===== src/rtl/call_stack.sv =====
// call_stack
//   Hardware return-address stack for a small sequencer's CALL/RET handling.
//   Push and pop requests are level signals from the control block. Only the
//   rising edge of each request is acted on, so a request held high for many
//   cycles moves exactly one entry. Over- and under-flow attempts are reported
//   through sticky flags that clr_err clears.
//
// Ports
//   clk      in   clock; all state changes on the rising edge
//   rst      in   asynchronous reset, active low
//   wr_stck  in   push request (rising edge acted on)
//   re_stck  in   pop request (rising edge acted on)
//   din      in   ADDR_W return address to push
//   clr_err  in   synchronous clear of ovf/unf
//   dout     out  ADDR_W last popped address, held until the next good pop
//   level    out  clog2(DEPTH)+1 number of valid entries, 0..DEPTH
//   empty    out  level == 0
//   full     out  level == DEPTH
//   ovf      out  sticky: push attempted while full
//   unf      out  sticky: pop attempted while empty
module call_stack #(
  parameter int ADDR_W = 8,
  parameter int DEPTH  = 8
) (
  input  logic                     clk,
  input  logic                     rst,
  input  logic                     wr_stck,
  input  logic                     re_stck,
  input  logic [ADDR_W-1:0]        din,
  input  logic                     clr_err,
  output logic [ADDR_W-1:0]        dout,
  output logic [$clog2(DEPTH):0]   level,
  output logic                     empty,
  output logic                     full,
  output logic                     ovf,
  output logic                     unf
);

  localparam int AW = $clog2(DEPTH);
  localparam int LW = AW + 1;
  localparam logic [LW-1:0] LVL_FULL = LW'(DEPTH);
  localparam logic [LW-1:0] LVL_ONE  = LW'(1'b1);
  localparam logic [LW-1:0] LVL_ZERO = '0;

  logic [ADDR_W-1:0] mem_r [DEPTH];
  logic              wr_q_r;
  logic              re_q_r;
  logic [LW-1:0]     level_r;
  logic [ADDR_W-1:0] dout_r;
  logic              ovf_r;
  logic              unf_r;

  logic              push_s;
  logic              pop_s;
  logic              empty_s;
  logic              full_s;
  logic [AW-1:0]     top_idx_s;
  logic [LW-1:0]     level_nxt_s;
  logic [ADDR_W-1:0] dout_nxt_s;
  logic              ovf_set_s;
  logic              unf_set_s;
  logic              mem_we_s;
  logic [AW-1:0]     mem_wa_s;

  assign push_s  = wr_stck & ~wr_q_r;
  assign pop_s   = re_stck & ~re_q_r;
  assign empty_s = (level_r == LVL_ZERO);
  assign full_s  = (level_r == LVL_FULL);
  // Index of the top entry; when full the low bits are 0 and wrap to DEPTH-1.
  assign top_idx_s = level_r[AW-1:0] - AW'(1'b1);

  // Next-state decode for level, dout, error flags and the storage write.
  always_comb begin
    level_nxt_s = level_r;
    dout_nxt_s  = dout_r;
    ovf_set_s   = 1'b0;
    unf_set_s   = 1'b0;
    mem_we_s    = 1'b0;
    mem_wa_s    = level_r[AW-1:0];
    case ({push_s, pop_s})
      2'b11: begin
        if (empty_s) begin
          // Nothing to pop: the push still goes through, the pop is an error.
          mem_we_s    = 1'b1;
          mem_wa_s    = '0;
          level_nxt_s = LVL_ONE;
          unf_set_s   = 1'b1;
        end else begin
          // Replace top: return the old top, overwrite it with din.
          dout_nxt_s = mem_r[top_idx_s];
          mem_we_s   = 1'b1;
          mem_wa_s   = top_idx_s;
        end
      end
      2'b10: begin
        if (full_s) begin
          ovf_set_s = 1'b1;
        end else begin
          mem_we_s    = 1'b1;
          mem_wa_s    = level_r[AW-1:0];
          level_nxt_s = level_r + LVL_ONE;
        end
      end
      2'b01: begin
        if (empty_s) begin
          unf_set_s = 1'b1;
        end else begin
          dout_nxt_s  = mem_r[top_idx_s];
          level_nxt_s = level_r - LVL_ONE;
        end
      end
      default: begin
        level_nxt_s = level_r;
      end
    endcase
  end

  // Control state: request edge detectors, pointer, popped value, sticky flags.
  always_ff @(posedge clk or negedge rst) begin
    if (!rst) begin
      wr_q_r  <= 1'b0;
      re_q_r  <= 1'b0;
      level_r <= LVL_ZERO;
      dout_r  <= '0;
      ovf_r   <= 1'b0;
      unf_r   <= 1'b0;
    end else begin
      wr_q_r  <= wr_stck;
      re_q_r  <= re_stck;
      level_r <= level_nxt_s;
      dout_r  <= dout_nxt_s;
      // A new error in the same cycle as clr_err wins.
      ovf_r   <= ovf_set_s | (ovf_r & ~clr_err);
      unf_r   <= unf_set_s | (unf_r & ~clr_err);
    end
  end

  // Storage array; contents are deliberately not reset.
  always_ff @(posedge clk) begin
    if (mem_we_s && rst) begin
      mem_r[mem_wa_s] <= din;
    end
  end

  assign dout  = dout_r;
  assign level = level_r;
  assign empty = empty_s;
  assign full  = full_s;
  assign ovf   = ovf_r;
  assign unf   = unf_r;

endmodule


===== config.mk =====
export PLATFORM = sky130hd
export DESIGN_NAME = call_stack
export DESIGN_NICKNAME = d
export VERILOG_FILES = /design/src/rtl/call_stack.sv
export SDC_FILE = /design/constraint.sdc
export NUM_CORES = 1
export LEC_CHECK = 0
export ABC_AREA = 1
export CORE_ASPECT_RATIO = 1.4
export CORE_MARGIN = 4
export CORE_UTILIZATION = 62
export CTS_CLUSTER_SIZE = 40
export DETAILED_ROUTE_END_ITERATION = 8
export PLACE_DENSITY = 0.84
export RECOVER_POWER = 25
export REMOVE_ABC_BUFFERS = 1
export SYNTH_ARGS = -nofsm -noshare
export SYNTH_HDL_FRONTEND = slang
export SYNTH_SLANG_ARGS = --single-unit
export TNS_END_PERCENT = 100

===== constraint.sdc =====
create_clock -name clk -period 7.6 [get_ports clk]
set_clock_uncertainty 0.2 [all_clocks]
set_input_delay 2.28 -clock clk [delete_from_list [all_inputs] [get_ports clk]]
set_output_delay 2.28 -clock clk [all_outputs]
set_load 0.1 [all_outputs]

==> impl_results.md <==
- Status: complete, no violations
- Yosys warning count: 0
- Slew headroom: 33.9%
- Core area: 0.00549 mm^2
- Max Fclk: 0.179 GHz
- Number of remaining DRC errors: 0
- Total track usage: 21.7%
- Buffers added on ports: 28
- Worst skew pair latency: 0.35 ns
- Min-Delay Path Class: reg -> reg
- CP max stage cell: clkdlybuf4s50_1
- Share of layout cells above drive strength 1: 9.20%
- Ports: 29
- Crit path max-delay family: buffers and inverters
- Setup TNS: 0 ns
- Crit end category: output pin
- Final Max Tran Viols: 0
- Fillers: 382
- Unique masters post-synth: 27
- Worst VDD drop: 0.000209 V
- Crit Path Max Fanout: 38
- Sequential element share of the synthesized area: 66.5%
- Site Rows: 32
- H-tree Lvls: 3
- Die X: 71.4 um
- CTS Root Cell: clkbuf_8
- Leak: 0.00151 uW
- CP arrival: 3.10 ns
- PD cells: 428 mW/mm^2
- DR iter-0 viols: 285
- Synthesized flop and latch total: 80
- Worst hold path depth: 2
- Tmin final: 5.58 ns
- First-pass iteration count of the detailed router: 4
- Wirelength per Cell: 16.9 um
- Length in cells of the worst reg-to-reg path: 7
- Global route overflow: 0
- Startpoint types: flop
- CTS buffer count: 9
- Final HPWL DP: 4610 um
- Dpl cell area: 0.00378 mm^2
- Largest net degree at the start of global routing: 39
- Worst-Margin Slew: 0.989 ns
- Post-route ant nets: 0
- Antenna Diode Count: 0
- Via Count: 2342
- Routed vias/inst: 5.63
- Worst-path cell chain: buf_4 > inv_2 > ha_1 > nand2_2 > inv_2 > clkdlybuf4s50_1
- Max stage delay on crit path: 1.13 ns
- Fin area: 0.00397 mm^2
- Crit path top cell by count: inv_2
- WP buf/inv: 4
- MaxCap Viol Count: 0
- RSZ-0062 raised after global routing: no
- Hold_buf cts: 0
- Clk sinks: 80
- Final WL: 7040 um
- Die height: 96.8 um
- Antenna violations before repair: 0
- CTS clk-pin slew, worst paths: 0.08 ns
- CTS tree: yes
- Final setup vio count: 0
- Final Wtd Congestion: 0.858
- Area of the die: 0.00691 mm^2
- Stages on worst setup path: 6
- WS Path Type: reg -> out
- Number of nets in the layout: 363
- Required time worst endpoint: 5.12 ns
- Initial Utilization: 63.6%
- Vias in the first global route: 2376
- Synth Cell Area: 0.00349 mm^2
- First-pass GRT wire length: 11400 um
- Mean Syn Cell Area: 11.1 um^2
- Post-CTS Setup Inserts: 0
- Final period util: 73.4%
- CTS resizes: 0
- Synth Instances: 315
- Hold Vio Cnt, Final: 0
- Layout area overhead: 13.8%
- CTS max path bufs: 2
==> cell type report <==
type,instances,area (um^2),share of cell area [%]
timing repair buffer,29,288,7.25
tap,68,85.1,2.14
sequential,80,2320,58.5
clock buffer,10,128,3.21
multi-input combinational,202,1010,25.4
clock inverter,6,61.3,1.54
inverter,21,78.8,1.98
==> placed cells by master, fill, tap and decap left out, types with 7 or more instances in the layout <==
cell,count
nor2_1,68
edfxtp_1,64
nand2_1,44
o21ai_0,33
nand3_1,19
clkdlybuf4s50_1,19
inv_1,17
dfrtp_1,16
o211ai_1,9
clkbuf_8,9
dlygate4sd3_1,9
ha_1,7
==> where the power goes <==
part / switching (uW) / internal, uW
clock: 152 / 151
combinational: 636 / 226
sequential: 27.0 / 509
==> registers in the layout, indices dropped and copies added (netlist names) <==
| register | cells |
|---|---|
| ovf | 1 |
| mem_r | 64 |
| unf | 1 |
| wr_q_r | 1 |
| level | 4 |
| dout | 8 |
| re_q_r | 1 |
==> worst paths after layout <==
path,from,slack (ns),endpoint
setup reg to reg,level[0],4.10,mem_r[4][6]
hold reg to reg,dout[1],0.28,dout[1]
min in group asynchronous,rst,2.17,level[2]
max in group asynchronous,rst,4.53,wr_q_r
setup / recovery,level[0],2.02,empty
hold / removal,dout[1],0.28,dout[1]
==> worst min-delay path, delay by kind of cell (launching register included) <==
kind / cells / cell delay, ns
and+or+nand+nor: 2 / 0.10
DFF: 1 / 0.35
==> cells in the mapped netlist <==
| library cell | number | area, um^2 |
|---|---|---|
| nor2_1 | 68 | 255 |
| edfxtp_1 | 64 | 1920 |
| nand2_1 | 44 | 165 |
| o21ai_0 | 33 | 165 |
| nand3_1 | 19 | 95.1 |
| inv_1 | 17 | 63.8 |
| dfrtp_1 | 16 | 400 |
| o211ai_1 | 9 | 67.6 |
| buf_2 | 7 | 35.0 |
| ha_1 | 7 | 87.6 |
| inv_2 | 4 | 15.0 |
| buf_4 | 3 | 22.5 |
| nand2_2 | 3 | 18.8 |
| o21ai_1 | 3 | 15.0 |
| a21oi_1 | 2 | 10.0 |
| buf_6 | 2 | 22.5 |
| nor2_2 | 2 | 12.5 |
| nor2_4 | 2 | 22.5 |
| o22ai_1 | 2 | 12.5 |
| a21oi_2 | 1 | 8.76 |
| nand2_4 | 1 | 11.3 |
| nand4_1 | 1 | 6.26 |
| o21ai_2 | 1 | 8.76 |
| o22ai_2 | 1 | 12.5 |
| xnor2_1 | 1 | 8.76 |
| xnor2_2 | 1 | 16.3 |
| xor2_1 | 1 | 8.76 |
==> cells by family after synthesis <==
kind of cell             after synthesis  synth area share (%)
AO/OA/AOI/OAI                         52                  8.61
flip-flops                            80                  66.5
AND/OR/NAND/NOR                      140                  16.8
XOR/XNOR                               3                 0.968
buffers and inverters                 33                  4.55
adder cells (fa/ha/maj)                7                  2.51
==> layer usage <==
metal  vias up  global-route usage [%]  routed length, um
met5         -                       0                  0
met4         0                    13.5                236
met3        21                    4.37                459
met2        89                    34.6               3690
met1      1102                    26.6               2660
li1       1130                       -                  -
==> per-stage QoR <==
stage               total power [uW]  hold WS (ns)  std cells  worst slack (ns)  utilization, %
floorplan                       1190         0.358        303              2.33               -
global placement                1370         0.265        400              2.48            69.0
detailed placement              1390         0.266        400              2.42            69.0
CTS                             1710         0.287        416              2.02            72.4
global route                    1800         0.304        416              1.87            72.4
finish                          1700         0.283        416              2.02            72.4
Note: power is estimated with default switching activity, not from simulation.
